## src/rtl/mem_arb_pkg.sv

```systemverilog
// Shared types and constants for the unified inst/data RAM port arbiter.
package mem_arb_pkg;

    typedef enum logic [1:0] {
        IDLE  = 2'd0,
        ISSUE = 2'd1,
        WAIT  = 2'd2,
        DONE  = 2'd3
    } arb_state_t;

    localparam logic       OWN_IF = 1'b0;
    localparam logic       OWN_D  = 1'b1;
    localparam logic [3:0] WE_ALL = 4'b1111;

endpackage

```

## src/rtl/arb_grant_sel.sv

```systemverilog
// Combinational grant selection between fetch and data ports.
// ARB_ROUND_ROBIN_EN: ties go to rr_ptr instead of the data port.
module arb_grant_sel
    import mem_arb_pkg::*;
(
    input  logic if_req,
    input  logic d_req,
    input  logic rr_ptr,
    output logic grant_valid,
    output logic grant_owner
);

    assign grant_valid = if_req | d_req;

`ifdef ARB_ROUND_ROBIN_EN
    assign grant_owner = (if_req && d_req) ? rr_ptr : (d_req ? OWN_D : OWN_IF);
`else
    logic unused_rr;
    assign unused_rr   = rr_ptr;
    assign grant_owner = d_req ? OWN_D : OWN_IF;
`endif

endmodule

```

## src/rtl/mem_port_arbiter.sv

```systemverilog
// Serialises fetch and data accesses onto one single-port synchronous RAM.
// ARB_ROUND_ROBIN_EN selects round-robin tie-breaking (default: data beats fetch).
module mem_port_arbiter
    import mem_arb_pkg::*;
#(
    parameter int AW      = 10,
    parameter int DW      = 32,
    parameter int RAM_LAT = 1
) (
    input  logic          clka,
    input  logic          rst,
    input  logic          if_req,
    input  logic [AW-1:0] if_addr,
    output logic [DW-1:0] if_rdata,
    output logic          if_ack,
    input  logic          d_req,
    input  logic          d_we,
    input  logic [AW-1:0] d_addr,
    input  logic [DW-1:0] d_wdata,
    output logic [DW-1:0] d_rdata,
    output logic          d_ack,
    output logic          stall,
    output logic          ram_en,
    output logic [3:0]    ram_we,
    output logic [AW-1:0] ram_addr,
    output logic [DW-1:0] ram_wdata,
    input  logic [DW-1:0] ram_rdata
);

    localparam int CW = (RAM_LAT > 1) ? $clog2(RAM_LAT) : 1;

    arb_state_t    state;
    logic [CW-1:0] cnt;
    logic          cur_owner;
    logic          cur_we;
    logic          rr_ptr;
    logic          sel_if, sel_d;
    logic          grant_valid, grant_owner, grant_we;
    logic          arb_slot;

    assign stall    = (if_req & ~if_ack) | (d_req & ~d_ack);
    assign arb_slot = (state == IDLE) || (state == DONE);
    assign grant_we = (grant_owner == OWN_D) & d_we;

    // A port whose ack is in flight still shows req this cycle; don't serve it twice.
    always_comb begin
        sel_if = if_req & ~if_ack;
        sel_d  = d_req & ~d_ack;
        if (state == DONE) begin
            if (cur_owner == OWN_IF) sel_if = 1'b0;
            else                     sel_d  = 1'b0;
        end
    end

`ifdef ARB_ROUND_ROBIN_EN
    // rr_ptr names the port favoured on the next tie.
    always_ff @(posedge clka or posedge rst) begin
        if (rst)                          rr_ptr <= OWN_D;
        else if (arb_slot && grant_valid) rr_ptr <= ~grant_owner;
    end
`else
    assign rr_ptr = OWN_D;
`endif

    arb_grant_sel u_sel (
        .if_req      (sel_if),
        .d_req       (sel_d),
        .rr_ptr      (rr_ptr),
        .grant_valid (grant_valid),
        .grant_owner (grant_owner)
    );

    always_ff @(posedge clka or posedge rst) begin
        if (rst) begin
            state     <= IDLE;
            cnt       <= '0;
            cur_owner <= OWN_IF;
            cur_we    <= 1'b0;
            ram_en    <= 1'b0;
            ram_we    <= '0;
            ram_addr  <= '0;
            ram_wdata <= '0;
            if_ack    <= 1'b0;
            d_ack     <= 1'b0;
            if_rdata  <= '0;
            d_rdata   <= '0;
        end else begin
            ram_en <= 1'b0;
            ram_we <= '0;
            if_ack <= 1'b0;
            d_ack  <= 1'b0;
            case (state)
                IDLE: ;
                ISSUE: begin
                    if (RAM_LAT == 1) begin
                        state <= DONE;
                    end else begin
                        cnt   <= CW'(RAM_LAT - 1);
                        state <= WAIT;
                    end
                end
                // Leaving on cnt==1 puts DONE exactly RAM_LAT cycles after ram_en.
                WAIT: begin
                    cnt <= cnt - 1'b1;
                    if (cnt == CW'(1)) state <= DONE;
                end
                DONE: begin
                    if (cur_owner == OWN_D) begin
                        d_ack <= 1'b1;
                        if (!cur_we) d_rdata <= ram_rdata;
                    end else begin
                        if_ack <= 1'b1;
                        if (!cur_we) if_rdata <= ram_rdata;
                    end
                    state <= IDLE;
                end
                default: state <= IDLE;
            endcase

            if (arb_slot && grant_valid) begin
                state     <= ISSUE;
                cur_owner <= grant_owner;
                cur_we    <= grant_we;
                ram_en    <= 1'b1;
                ram_we    <= grant_we ? WE_ALL : 4'b0000;
                ram_addr  <= (grant_owner == OWN_D) ? d_addr : if_addr;
                ram_wdata <= (grant_owner == OWN_D) ? d_wdata : '0;
            end
        end
    end

endmodule

```

## config.mk

```make
export PLATFORM = sky130hd
export DESIGN_NAME = mem_port_arbiter
export DESIGN_NICKNAME = d
export VERILOG_FILES = /design/src/rtl/mem_arb_pkg.sv /design/src/rtl/arb_grant_sel.sv /design/src/rtl/mem_port_arbiter.sv
export SDC_FILE = /design/constraint.sdc
export NUM_CORES = 1
export LEC_CHECK = 0
export BUFFER_PORTS_ARGS = -buffer_cell sky130_fd_sc_hd__buf_4
export CORE_UTILIZATION = 44
export CTS_BUF_LIST = sky130_fd_sc_hd__clkbuf_4 sky130_fd_sc_hd__clkbuf_8
export CTS_CLUSTER_DIAMETER = 60
export DETAILED_ROUTE_END_ITERATION = 10
export PLACE_DENSITY = 0.78
export SYNTH_ARGS = -nofsm -noshare
export SYNTH_HDL_FRONTEND = slang
export SYNTH_SLANG_ARGS = --single-unit
```

## constraint.sdc

```tcl
create_clock -name clka -period 3.35 [get_ports clka]
set_input_delay 0.1675 -clock clka [delete_from_list [all_inputs] [get_ports clka]]
set_output_delay 0.1675 -clock clka [all_outputs]
set_load 0.05 [all_outputs]
```

[Word level (Yosys, flattened, before mapping)]
Cells that the tools add are included.
Storage, ports and cells
  flip-flop bits (word level): 118
  output and inout port bits: 114
Cells by class
  reductions and logical operators: 7
  bitwise operators: 9
  mux-type cells: 17
  $add $sub $neg: 1
  equality and inequality tests: 4
Operators by type and width (number)
  32-bit 2-to-1 mux: 1
  1-bit 2-to-1 mux: 10
  10-bit 2-to-1 mux: 1
  4-bit 2-to-1 mux: 2
  2-bit one-hot mux with 3 select lines: 1
  3-bit AND reduction: 2
  2-bit equality test (second input constant): 2
  2-bit 2-to-1 mux: 2
  1-bit NOT: 4
  4-bit nonzero test: 1
  1-bit AND: 3
  3-bit != test (second input constant): 1
  2-bit by 1-bit equality test with 1-bit output (second input constant): 1
  2-bit logical NOT: 1
  1-bit OR: 2
  2-bit AND reduction: 1
  1-bit logical AND: 1
  1-bit logical OR: 1
  1-bit subtractor (second input constant): 1

[Logic depth before layout (Yosys ltp)]
Gate-level depths: netlist of the first run.
  word-level depth: 8
  depth in mapped cells: 8

[Cells and area by module]
From an unflattened synthesis of the first run, not the netlist that was laid out.
Unflattened totals
  cells, all modules: 359
  area, all modules: 4669.5 um^2
Modules (own cells, without submodules)
  mem_port_arbiter: instances 1, area an instance 4655.7 um^2, cells an instance 357
  arb_grant_sel: instances 1, area an instance 13.8 um^2, cells an instance 2

[Worst setup path before layout of the first run]
Ideal clock, no wire load.
  path type: reg-to-reg
  start point: reg state[0]
  end point: reg ram_addr[0]
  arrival time: 1616 ps
  slack: 1609 ps
  period minus slack after synthesis: 1741 ps
  required time: 3225 ps
  stages on the path, launching flop included: 8
  setup time: 125 ps
  path through: dfrtp_1 > inv_1 > ha_1 > clkbuf_1 > o21ai_2 > a21oi_2 > buf_2 > mux2_4
On the way
  cells in the longest elaborated chain, start to end: 4
  elaborated cells on any way between the ends: 9
RTL lines
  start: declaration: line mem_port_arbiter.sv:32  | arb_state_t state;
  start signal: assignment: line mem_port_arbiter.sv:75  | state <= IDLE;
  start signal: assignment: line mem_port_arbiter.sv:96  | state <= DONE;
  start signal: assignment: line mem_port_arbiter.sv:99  | state <= WAIT;
  2-bit equality test: line mem_port_arbiter.sv:42, mem_port_arbiter.sv:49
  1-bit 2-to-1 mux: line mem_port_arbiter.sv:49  | if (state == DONE) begin
  1-bit 2-to-1 mux or 1-bit OR (tied branches): line arb_grant_sel.sv:20, arb_grant_sel.sv:13
  10-bit 2-to-1 mux or 1-bit logical AND (tied branches): line mem_port_arbiter.sv:126, mem_port_arbiter.sv:120
  end signal: assignment: line mem_port_arbiter.sv:126  | ram_addr <= (grant_owner == OWN_D) ? d_addr : if_addr;
  end: declaration: line mem_port_arbiter.sv:25  | output logic [AW-1:0] ram_addr,
Parallel ways exist; a longest one is shown, timed or not.
A chain may end at the register's enable or synchronous reset.

[Worst setup path after layout of the first run]
  start point: reg d_ack
  end point: reg ram_wdata[3]
On the way
  cells in the longest elaborated chain, start to end: 6
  elaborated cells on any way between the ends: 8
RTL lines
  start: declaration: line mem_port_arbiter.sv:21  | output logic d_ack,
  start signal: assignment: line mem_port_arbiter.sv:84  | d_ack <= 1'b0;
  start signal: assignment: line mem_port_arbiter.sv:91  | d_ack <= 1'b0;
  start signal: assignment: line mem_port_arbiter.sv:109  | d_ack <= 1'b1;
  1-bit NOT (*): line mem_port_arbiter.sv:48  | sel_d = d_req & ~d_ack;
  1-bit AND (*): line mem_port_arbiter.sv:48
  1-bit 2-to-1 mux: line mem_port_arbiter.sv:50  | if (cur_owner == OWN_IF) sel_if = 1'b0;
  1-bit 2-to-1 mux (*): line mem_port_arbiter.sv:49
  1-bit 2-to-1 mux or 1-bit OR (tied branches): line arb_grant_sel.sv:20, arb_grant_sel.sv:13
  32-bit 2-to-1 mux or 1-bit logical AND (tied branches): line mem_port_arbiter.sv:127, mem_port_arbiter.sv:120
  end signal: assignment: line mem_port_arbiter.sv:127  | ram_wdata <= (grant_owner == OWN_D) ? d_wdata : '0;
  end: declaration: line mem_port_arbiter.sv:26  | output logic [DW-1:0] ram_wdata,
Mark *: on every way between the ends. The rest lies on a longest branch, timed or not.

==> results.md, run 1 <==
* Final Hold Vio Count at 0
* Max clock buf depth at 2
* Row cnt at 37
* Routed length per instance at 16.35 µm
* Clock skew at approximately 0.013 ns
* Initial DRC Count at 153
* Nets@finish at a little over 700
* Area delta synth->final at 54.49%
* CTS Sinks at 115
* Die W at 105.5 µm
* RSZ-0062 raised after global routing: no
* Cell count after synthesis at 353
* Final non-filler cell total at approximately 760
* Die Y at around 110 µm
* IO Port Bufs at roughly 200
* Post-CTS Setup Inserts at 0
* Clock-pin slew on the worst setup and hold paths at 0.07 ns
* H-tree levels at 4
* Post-synthesis average cell area at around 13 µm²
* Setup crit start kind: register
* Cell area after layout at 7283 µm²
* Setup_tns at 0 ns
* Largest net degree at the start of global routing at 87
* Worst Setup Slack, final at slightly above 0.8 ns
* First-pass GRT wire length at 19640 µm
* Core ar. at 10370 µm²
* Mapped Nets at approximately 440
* CP Class: register to register
* Initial core utilization at 0.4546
* Data arrival, critical path at 2.81 ns
* Max Fclk at slightly below 400 MHz
* Placed insts at roughly 670
* Num CTS Buffers at 17
* Status: complete, no violations
* Final ANT Viol Nets at 0
* MaxCap Viol Count at 0
* 1st-pass router iterations at 4
* Vias post-DR at 3794
* Final Cycle Share at 0.7562
* # hold bufs at CTS at 60
* Diodes inserted at 0
* I/O pin cnt at between 200 and 250
* Fillers at approximately 700
* Number of global-route vias before repair at slightly below 4000
* Seq/Total Area, Yosys at 0.6104
* Clk Latency, worst-skew pair at ~0.42 ns
* Die area at about 11000 µm²
* Dominant cell type by area after synthesis: dfrtp_1
* Critical Path Sink Type: register
* Rel. slew slack at 0.3240
* Antenna violations before repair at 1
* DP HPWL at between 7000 and 8000 µm
* Placed cell area at 6325 µm²
* Setup violators final at 0
* Final min period at 2.533 ns
* Post-synth top area share at 0.6104
* Post-CTS resize count at 0
* Mapped Area at 4715 µm²
* Share of layout cells above drive strength 1 at 0.5255
* Vias per cell at 4.966
* Clk root buf: clkbuf_8
* Ys Warns at 0
* Drt drc at 0
* Top cells by area, synth: dfrtp_1 (61%), mux2_2 (15%), mux2_4 (6.4%)
* Grt total ovfl at 0
* DRT Wirelength at 12490 µm
* Tightest Pin Transition at 1.014 ns
* Max-slew violation count at 0
* Distinct cells, synth at 25
* Dpl ws at around 0.8 ns
* Total track usage at 0.2335
* Register bit total from synthesis at 115
* TritonCTS clock tree: built
* Min-Delay Path Class: input pin to async pin
* CP required at around 3.6 ns
* Final GP Congestion at 0.7685
* Max FO, Critical Path at 37
-- registers in the layout (all words and copies together) (netlist names) --
register / cells
state: 2
ram_en: 1
cur_we: 1
ram_addr: 10
d_ack: 1
d_rdata: 32
cnt: 1
cur_owner: 1
ram_we: 1
if_rdata: 32
if_ack: 1
ram_wdata: 32
-- final timing paths --
kind                                  start       endpoint  slack (ns)  depth (start not counted)
worst max-delay path                  d_ack   ram_wdata[3]        0.82                          5
worst min-delay path                    rst  ram_wdata[22]       0.007                          2
worst max register to register        d_ack   ram_wdata[3]        0.82                          5
worst min register to register          cnt            cnt        0.49                          1
max in group asynchronous               rst     d_rdata[1]        2.53                          3
min in group clka               d_wdata[26]  ram_wdata[26]        0.02                          3
-- layout by cell type (no fill, tap or decap), types with 3 or more instances in the layout --
master,netlist,routed
clkinvlp_4,0,3
clkbuf_4,0,3
o21ai_0,36,36
dlygate4sd3_1,0,60
inv_1,40,39
mux2_2,62,62
dfrtp_1,115,115
clkbuf_8,0,18
nand2b_1,4,4
nand4_1,32,32
mux2_4,20,20
clkinv_2,0,7
buf_4,3,209
-- critical path: stages (launching register included) --
cell	delay [ns]
dfrtp_1	0.39
nor2b_2	0.62
nand2_4	0.29
a21oi_4	0.50
buf_4	0.40
o21ai_0	0.16
-- per-layer routing --
layer / vias to the layer above / global-route usage / part of all wire
li1: 1735 / - / -
met4: 2 / 0.09226 / 0.020
met3: 23 / 0.07359 / 0.072
met2: 182 / 0.3849 / 0.49
met1: 1852 / 0.2865 / 0.42
met5: - / 0 / 0.0013
-- cell type report --
type,count,area [µm²],share of cell area
clock buffers,21,270.3,0.03711
clock inverters,11,87.58,0.01203
inverters,40,152.6,0.02096
multi-input cells,172,1555,0.2135
flip-flops and latches,115,2878,0.3951
well taps,136,170.2,0.02336
repair buffers,269,2170,0.2979
-- through the flow --
stage	util	hold WS (ns)
after floorplan	-	0.2992
after global placement	0.6099	0.3919
after detailed placement	0.6099	0.4036
after CTS	0.7023	0.001678
final	0.7023	0.006760
after global routing	0.7023	0.002750
-- logic make-up after synthesis --
logic type               after synthesis  share of synthesized area
AO/OA/AOI/OAI                         40                    0.04432
AND/OR/NAND/NOR                       45                    0.05918
XOR/XNOR                               1                   0.001858
buffers and inverters                 66                    0.06237
adder cells (fa/ha/maj)                2                   0.005307
multiplexers                          84                     0.2166
flip-flops                           115                     0.6104
-- cell usage after synthesis --
cell type / number
mux2_1: 2
buf_4: 3
a21oi_2: 1
nand2_1: 1
buf_2: 10
nand2b_1: 4
nand3_1: 2
xor2_1: 1
nor2_1: 2
buf_6: 3
nand2_4: 1
dfrtp_1: 115
o22ai_1: 1
ha_1: 2
nand4_1: 32
nor2_2: 1
a21oi_1: 1
o21ai_2: 1
inv_1: 40
nor2b_2: 1
mux2_4: 20
mux2_2: 62
nand2_2: 1
o21ai_0: 36
clkbuf_1: 10
Power of run 1 is left out: the tool's default activity adds up to more than one toggle a clock period on the data nets, which glitch-free logic cannot reach.
==> run 2: changes to the inputs <==
CORE_UTILIZATION = 49   (was 44)
PLACE_DENSITY = 0.82   (was 0.78)
clock period = 2.4 ns   (was 3.35 ns; I/O delays follow)
==> results.md, run 2 (same netlist as run 1, synthesis figures left out) <==
* Fin util at 0.7995
* TritonCTS clock tree: built
* Vias post-DR at about 3800
* DP HPWL at 7692 µm
* DRT Wirelength at between 10000 and 15000 µm
* IO Port Bufs at 202
* Num CTS Buffers at 17
* Number of global-route vias before repair at 4149
* Post-CTS Setup Inserts at 0
* Tightest Pin Transition at 0.5905 ns
* Largest net degree at the start of global routing at approximately 120
* Final ANT Viol Nets at 0
* Routed length per instance at 17.37 µm
* Max FO, Critical Path at 19
* MaxCap Viol Count at 0
* First-pass GRT wire length at 20940 µm
* Dpl ws at roughly 0.42 ns
* Max-slew violation count at 0
* Die Y at 100.1 µm
* Critical hold path startpoint: d_addr[8]
* CP Class: register to register
* Total track usage at 0.2774
* Core ar. at 9284 µm²
* Worst Setup Slack, final at 0.4322 ns
* H-tree levels at 4
* Nets@finish at 713
* Final min period at ~2 ns
* Final GP Congestion at roughly 0.80
* Share of layout cells above drive strength 1 at 0.5213
* Drt drc at 0
* Post-CTS resize count at 0
* RSZ-0062 raised after global routing: no
* Commonest non-fill, non-tap cells in the layout: buf_4 (209), dfrtp_1 (115), dlygate4sd3_1 (66)
* Initial DRC Count at 120
* Setup_tns at 0 ns
* Vias per cell at 4.996
* Diodes inserted at 0
* Final Cycle Share at 0.8199
* # hold bufs at CTS at 66
* Initial core utilization at 0.5078
* Leading cell type in the layout, fill and taps excluded: buf_4
* Clock skew at approximately 0.013 ns
* Data arrival, critical path at 2.25 ns
* Clk root buf: clkbuf_8
* WHS Path Cells at 3
* Grt total ovfl at 0
* R2r startpoint: state[0]
* Max Fclk at between 500 and 600 MHz
* Max clock buf depth at 2
* Status: complete, no violations
* I/O pin cnt at around 200
* Biggest regs: d_rdata: 32 flops, if_rdata: 32 flops, ram_wdata: 32 flops
* Antenna violations before repair at 0
* Area delta synth->final at 57.43%
* Rel. slew slack at 0.6063
* Min-Delay Path Class: input pin to register
* Die area at 10020 µm²
* R2R depth at 6
* R2r setup slk at 0.43 ns
* 1st-pass router iterations at 4
* Final Hold Vio Count at 0
* Critical Path Sink Type: register
* Row cnt at 35
* Die W at 100.1 µm
* Clock-pin slew on the worst setup and hold paths at around 0.070 ns
* Setup crit start kind: register
* Setup violators final at 0
* CTS Sinks at 115
* CP required at 2.69 ns
* Hold EP: ram_addr[8]
* Worst R2R End: ram_wdata[4]
* Clk Latency, worst-skew pair at 0.42 ns
## run 2: cell types whose count changed in the layout (fill, tap and decap cells not counted), sizes merged
cell	delta
dlygate4sd3	+6
clkinvlp	+3
clkbuf	-3
clkinv	-5
buf	+1
bufinv	+2
inv	+3
## run 2: layout make-up
| class | count | area [µm²] |
|---|---|---|
| repair buffers | 276 | 2250 |
| flip-flops and latches | 115 | 2878 |
| clock inverters | 14 | 176.4 |
| clock buffers | 18 | 247.7 |
| multi-input cells | 172 | 1555 |
| fillers | 528 | 1862 |
| well taps | 129 | 161.4 |
| inverters | 40 | 153.9 |
## run 2: worst max path at each step
stage,from,to,slack [ns],depth (start not counted)
final,state[0],ram_wdata[4],0.43,6
after global routing,state[0],ram_wdata[4],0.26,6
after CTS,state[0],ram_wdata[4],0.42,6
after detailed placement,state[0],ram_wdata[4],0.42,6
after global placement,state[0],cur_we,0.53,6
after floorplan,state[0],ram_addr[0],0.66,7
## run 2: worst max-delay path: stages, from the launching register on
cell,delay [ns]
dfrtp_1,0.40
ha_1,0.25
nand2b_1,0.20
o21ai_2,0.14
a21oi_4,0.43
buf_4,0.31
o21ai_0,0.11
## run 2: stage by stage
step | hold slack (ns) | instance area, µm² | instances
after global routing | 0.03371 | 7422 | 764
after global placement | 0.3403 | 6337 | 666
after floorplan | 0.2517 | 4718 | 353
after CTS | 0.03916 | 7422 | 764
after detailed placement | 0.3535 | 6337 | 666
final | 0.05956 | 7422 | 764
## run 2: metal layers
metal / track usage / share of wire / up-vias
met5: 0 / 0 / -
met4: 0.1249 / 0.025 / 0
met3: 0.07939 / 0.069 / 26
met2: 0.4912 / 0.53 / 185
met1: 0.3114 / 0.38 / 1860
li1: - / - / 1746
Power of run 2 is left out for the same reason.
